File: src/rtl/display_scheduler.sv
// ---------------------------------------------------------------------------
// display_scheduler
//   Time-shares a 4-digit seven-segment display among four requesters using
//   level-sensitive request/grant, round-robin arbitration and a minimum
//   on-screen hold time so a value stays readable before ownership rotates.
//
// Parameters
//   HOLD_CYCLES  minimum clk cycles an owner keeps the display while others
//                wait (>= 1).
//
// Ports
//   clk         system clock, rising edge
//   rst_n       asynchronous active-low reset
//   req[3:0]    level requests, held while the display is wanted
//   req_data    requester i's digits at [16*i+15:16*i] (d3 top nibble)
//   grant[3:0]  one-hot (or zero) current owner, registered
//   busy        any grant active, registered
//   d3..d0      digits to the display driver, registered; 4'hF = blank
//
// Build option
//   DISP_SCHED_PREEMPT_EN  when defined, requester 0 is urgent and takes the
//                          display from any other owner on the next edge.
// ---------------------------------------------------------------------------
module display_scheduler #(
    parameter int HOLD_CYCLES = 10_000_000
) (
    input  logic        clk,
    input  logic        rst_n,
    input  logic [3:0]  req,
    input  logic [63:0] req_data,
    output logic [3:0]  grant,
    output logic        busy,
    output logic [3:0]  d3,
    output logic [3:0]  d2,
    output logic [3:0]  d1,
    output logic [3:0]  d0
);

    localparam int CW = $clog2(HOLD_CYCLES + 1);
    localparam logic [CW-1:0] RELOAD = CW'(HOLD_CYCLES - 1);

    typedef enum logic {IDLE, OWN} state_t;

    state_t        state, nxt_state;
    logic [1:0]    owner, nxt_owner;
    logic [1:0]    ptr;
    logic [CW-1:0] cnt, nxt_cnt;
    logic [3:0]    others;
    logic          take;

    // First set bit of m searching upward from p+1 with wrap. Scanning from
    // the farthest candidate to the nearest lets the nearest one win.
    function automatic logic [1:0] rr_pick(input logic [3:0] m, input logic [1:0] p);
        logic [1:0] idx;
        rr_pick = p;
        for (int k = 4; k >= 1; k--) begin
            idx = p + 2'(k);
            if (m[idx]) rr_pick = idx;
        end
    endfunction

    always_comb begin
        // Requests other than the current owner; used both for rotation and
        // so that a releasing owner is never re-picked on its release edge.
        others    = req & ~(4'b0001 << owner);
        nxt_state = state;
        nxt_owner = owner;
        nxt_cnt   = cnt;
        take      = 1'b0;
        case (state)
            IDLE: begin
                if (|req) begin
                    nxt_state = OWN;
                    nxt_owner = rr_pick(req, ptr);
                    take      = 1'b1;
                end
            end
            OWN: begin
                if (!req[owner]) begin
                    // Release is honoured regardless of the hold counter.
                    if (|others) begin
                        nxt_owner = rr_pick(others, ptr);
                        take      = 1'b1;
                    end else begin
                        nxt_state = IDLE;
                        nxt_cnt   = '0;
                    end
                end else if (cnt != '0) begin
                    nxt_cnt = cnt - CW'(1);
                end else if (|others) begin
                    nxt_owner = rr_pick(others, ptr);
                    take      = 1'b1;
                end
                // Hold expired with nobody waiting: keep owner, counter stays 0.
            end
            default: nxt_state = IDLE;
        endcase
`ifdef DISP_SCHED_PREEMPT_EN
        // Requester 0 overrides hold and release handling of any other owner.
        if (state == OWN && owner != 2'd0 && req[0]) begin
            nxt_state = OWN;
            nxt_owner = 2'd0;
            take      = 1'b1;
        end
`endif
        if (take) nxt_cnt = RELOAD;
    end

    always_ff @(posedge clk or negedge rst_n) begin
        if (!rst_n) begin
            state <= IDLE;
            owner <= 2'd0;
            ptr   <= 2'd3;
            cnt   <= '0;
            grant <= 4'b0000;
            busy  <= 1'b0;
            {d3, d2, d1, d0} <= 16'hFFFF;
        end else begin
            state <= nxt_state;
            owner <= nxt_owner;
            cnt   <= nxt_cnt;
            if (take) ptr <= nxt_owner;
            if (nxt_state == OWN) begin
                grant <= 4'b0001 << nxt_owner;
                busy  <= 1'b1;
                // Digits follow the owner chosen on this same edge.
                {d3, d2, d1, d0} <= req_data[{nxt_owner, 4'b0000} +: 16];
            end else begin
                grant <= 4'b0000;
                busy  <= 1'b0;
                {d3, d2, d1, d0} <= 16'hFFFF;
            end
        end
    end

endmodule

File: config.mk
export PLATFORM = sky130hd
export DESIGN_NAME = display_scheduler
export DESIGN_NICKNAME = d
export VERILOG_FILES = /design/src/rtl/display_scheduler.sv
export SDC_FILE = /design/constraint.sdc
export NUM_CORES = 1
export LEC_CHECK = 0
export BUFFER_PORTS_ARGS = -buffer_cell sky130_fd_sc_hd__clkbuf_2
export CAP_MARGIN = 40
export CELL_PAD_IN_SITES_DETAIL_PLACEMENT = 1
export CELL_PAD_IN_SITES_GLOBAL_PLACEMENT = 1
export CORE_MARGIN = 3
export CORE_UTILIZATION = 39
export DETAILED_ROUTE_END_ITERATION = 12
export PLACE_DENSITY_LB_ADDON = 0.1
export SLEW_MARGIN = 10
export SYNTH_ARGS = -nofsm -noshare
export SYNTH_HDL_FRONTEND = slang
export SYNTH_SLANG_ARGS = --single-unit
File: constraint.sdc
create_clock -name clk -period 2.95 [get_ports clk]
set_input_delay 0.295 -clock clk [delete_from_list [all_inputs] [get_ports clk]]
set_output_delay 0.295 -clock clk [all_outputs]
set_load 0.01 [all_outputs]
==> results.txt <==
- Status: finished clean
- Summing every instance area after synthesis gives between 3000 and 4000 sq um.
* Post-Syn Area per Cell: 9.68 sq um
- Hold Vio Cnt, Final: 0
- The initial antenna violation count was 0.
* Iteration count of the initial detailed-routing pass: 4
- Vias in the first global route: 3032
- Source-to-sink clock delay at the later pin of the worst-skew pair: 0.32 ns
- Kind of capture point of the worst setup path: register
- Across every metal layer, demand over resource in global routing totals 0.202.
- Data arrival time of the critical path: 3.06 ns
* Max-cap check violation count: 0
- At the end of routability-driven placement, the weighted congestion stood at 0.765.
- Main area contributors after synthesis: sky130_fd_sc_hd__dfrtp_1, sky130_fd_sc_hd__dfstp_2, sky130_fd_sc_hd__mux2i_1
- The routed design has 9280 um of wire.
- Share of the yosys chip area belonging to registers: 0.392
* Top cells by count, synth: sky130_fd_sc_hd__mux2i_1, sky130_fd_sc_hd__nor2_1, sky130_fd_sc_hd__dfrtp_1, sky130_fd_sc_hd__a21oi_1, sky130_fd_sc_hd__dfstp_2
* Fin crit period: 2.82 ns
- Core Area: between 7000 and 8000 sq um
* Synth warnings: 0
* Post-synth net total: 400
- Cell taking the most area after synthesis: sky130_fd_sc_hd__dfrtp_1
- The number of antenna diodes in the final layout is 0.
* CP Class: reg2reg
- Fin util: 0.514
* Num CTS Buffers: 5
- The floorplan step defined a die boundary enclosing 9290 sq um.
- Total of buffers placed on input and output ports: 90
- The H-tree generated during clock tree synthesis spans 2 levels.
- After detailed routing, the number of remaining DRC violations is 0.
- Vias after detailed routing: approximately 3000
- Clock Sink Count: 49
- Area used by sequential logic in the layout: 1250 sq um
- Post-placement setup slack: -0.0835 ns
* Area share of the leading cell type in the synthesized netlist: 0.244
- Proportion of register bits with asynchronous set or reset after synthesis: 1.00
- The net count of the finished layout is 504.
- For the final database, setup skew stands at around 0.015 ns.
* Number of enable-type register cells in the synthesized netlist: 0
- Die height: 96.4 um
- The detail route stage leaves a number of antenna-violating nets equal to 0.
- After layout, the worst setup slack is 0.131 ns.
* Final cycle utilization of the critical path: 0.956
- Chip Width: 96.4 um
- The tightest min-delay check is of the in2reg type.
- Average via count per standard cell: 5.50
* Fraction of final layout cells sized beyond drive strength 1: 0.378
* CTS clock-pin slew for the worst setup and hold paths: 0.10 ns
- CTS tree: done
- For this block, the initial DRC count from the detailed router was 56.
* Buffer cell driving the clock tree root: sky130_fd_sc_hd__clkbuf_8
* # IOs: 91
- Number of inserted filler cells in the final layout: about 940
- STA classifies the critical path startpoint as a register.
- VDD sags by at most 0.438 mV.
- The clock passes through at most 2 buffers.
* Dominant cell by count in the synthesized netlist: sky130_fd_sc_hd__mux2i_1
- Initial core utilization: 0.408
- Leakage power: 1.84 nW
- Of all nets on the critical path, the largest fanout is 8.
- Syn Inst Count: 329
- Required @ worst endpoint: 3.19 ns
* Wire length of the first global-routing pass: 14700 um
- Num rows: 32
- Power Dens Cells: 1110 nW/um^2
- Area growth from synthesis to layout: 26.0%
* Detailed Place HPWL: 7050 um
* Final setup violation count: 0
- The multi-input combinational cells in the finished layout cover a total of 1770 sq um.
* Predominant post-synthesis flop cell: sky130_fd_sc_hd__dfrtp_1
- Worst-Margin Slew: 0.523 ns
* Routed WL per cell: 17.3 um
- Synthesis-stage register bit count: just under 50
- Entering global routing, the biggest net connects 25 pins.
- Number of slew-limit violations in the final report: 0
- Measured against its own limit, the worst slew margin works out to 0.651.
* GR Overflow Total: 0
* Number of library cell types mapped by synthesis: 63
- Highest clock rate: between 300 and 400 MHz
==> layout by cell type, fill, tap and decap left out, drive strengths merged, types with 6 or more instances in the layout <==
cell / netlist / final
mux2: 6 / 6
nor2: 36 / 36
inv: 9 / 9
xnor2: 6 / 6
clkbuf: 1 / 96
a22oi: 16 / 16
buf: 19 / 25
nor4: 9 / 9
mux2i: 37 / 37
nand2: 15 / 15
o21ai: 10 / 10
dfrtp: 31 / 31
a21oi: 26 / 26
o22a: 9 / 9
nor2b: 6 / 6
dfstp: 18 / 18
nor3: 11 / 11
==> where the power goes <==
part,switching [W],internal (W)
combinational,0.00137,0.00127
sequential,0.000271,0.00104
clock,0.000254,0.000254
total,0.00190,0.00257
==> through the flow <==
step / hold slack (ns) / cell area (sq um) / setup TNS (ns) / total power, W / cells
6_report: 0.256 / 4010 / 0 / 0.00446 / 536
5_1_grt: 0.271 / 4010 / -0.0142 / 0.00482 / 536
4_1_cts: 0.251 / 3960 / 0 / 0.00440 / 533
3_5_place_dp: 0.278 / 3840 / -0.444 / 0.00388 / 524
3_3_place_gp: 0.525 / 3820 / 0 / 0.00379 / 523
2_1_floorplan: -0.000591 / 3190 / 0 / 0.00314 / 329
==> path summary, 6_finish.rpt <==
kind                         startpoint       to  slack, ns  depth (start not counted)
hold reg to reg                 cnt[22]  cnt[22]       0.55                          2
max in group asynchronous         rst_n    d3[2]       1.70                          4
setup reg to reg                 cnt[0]    d2[1]       0.13                         11
min in group asynchronous         rst_n  cnt[17]       0.46                          2
hold / removal             req_data[17]    d0[1]       0.26                          3
setup / recovery                 cnt[0]    d2[1]       0.13                         11
==> routing by layer <==
layer	share of wire	track usage	wire length, um
met4	0.016	0.0537	148
met2	0.51	0.348	4700
met1	0.43	0.256	4030
met3	0.043	0.0457	402
met5	0	0	0
==> cells by family after synthesis <==
family	after synthesis	share of synthesized area
fa+ha+maj	1	0.00393
compound gates	84	0.187
xor+xnor	11	0.0302
mux	43	0.137
flops	49	0.392
simple gates	111	0.195
buf+inv	30	0.0550
==> critical path, cell delays in order (launching register included) <==
cell and delay, ns:
sky130_fd_sc_hd__dfrtp_1 0.44, sky130_fd_sc_hd__inv_2 0.08, sky130_fd_sc_hd__ha_2 0.20, sky130_fd_sc_hd__or3b_4 0.42, sky130_fd_sc_hd__nor4b_4 0.31, sky130_fd_sc_hd__a41o_2 0.26, sky130_fd_sc_hd__buf_4 0.13, sky130_fd_sc_hd__nand4_1 0.14
sky130_fd_sc_hd__o211ai_4 0.21, sky130_fd_sc_hd__clkbuf_16 0.24, sky130_fd_sc_hd__mux2i_1 0.21, sky130_fd_sc_hd__a22oi_1 0.11
==> sequential cells by signal, summed over array words and instances (netlist names) <==
signal / flops
d3: 4
d1: 4
cnt: 24
d2: 4
ptr: 2
owner: 2
d0: 4
busy: 1
grant: 4
==> repair_timing <==
action | CTS | global route
hold buffers | 1 | 0
gates cloned | 0 | 1
endpoints found under the hold margin | 10 | 0
pin swaps | 0 | 3
resized for setup | 1 | 5
setup endpoints to repair | 15 | 18
setup buffers | 0 | 2
==> area by class of cell <==
| class | instances | share of cell area |
|---|---|---|
| clock inverter | 3 | 0.0115 |
| inverter | 10 | 0.00935 |
| clock buffer | 5 | 0.0171 |
| sequential | 49 | 0.312 |
| tap | 102 | 0.0318 |
| multi-input combinational | 250 | 0.442 |
| timing repair buffer | 117 | 0.177 |
Power figures use the tool's default switching activity.
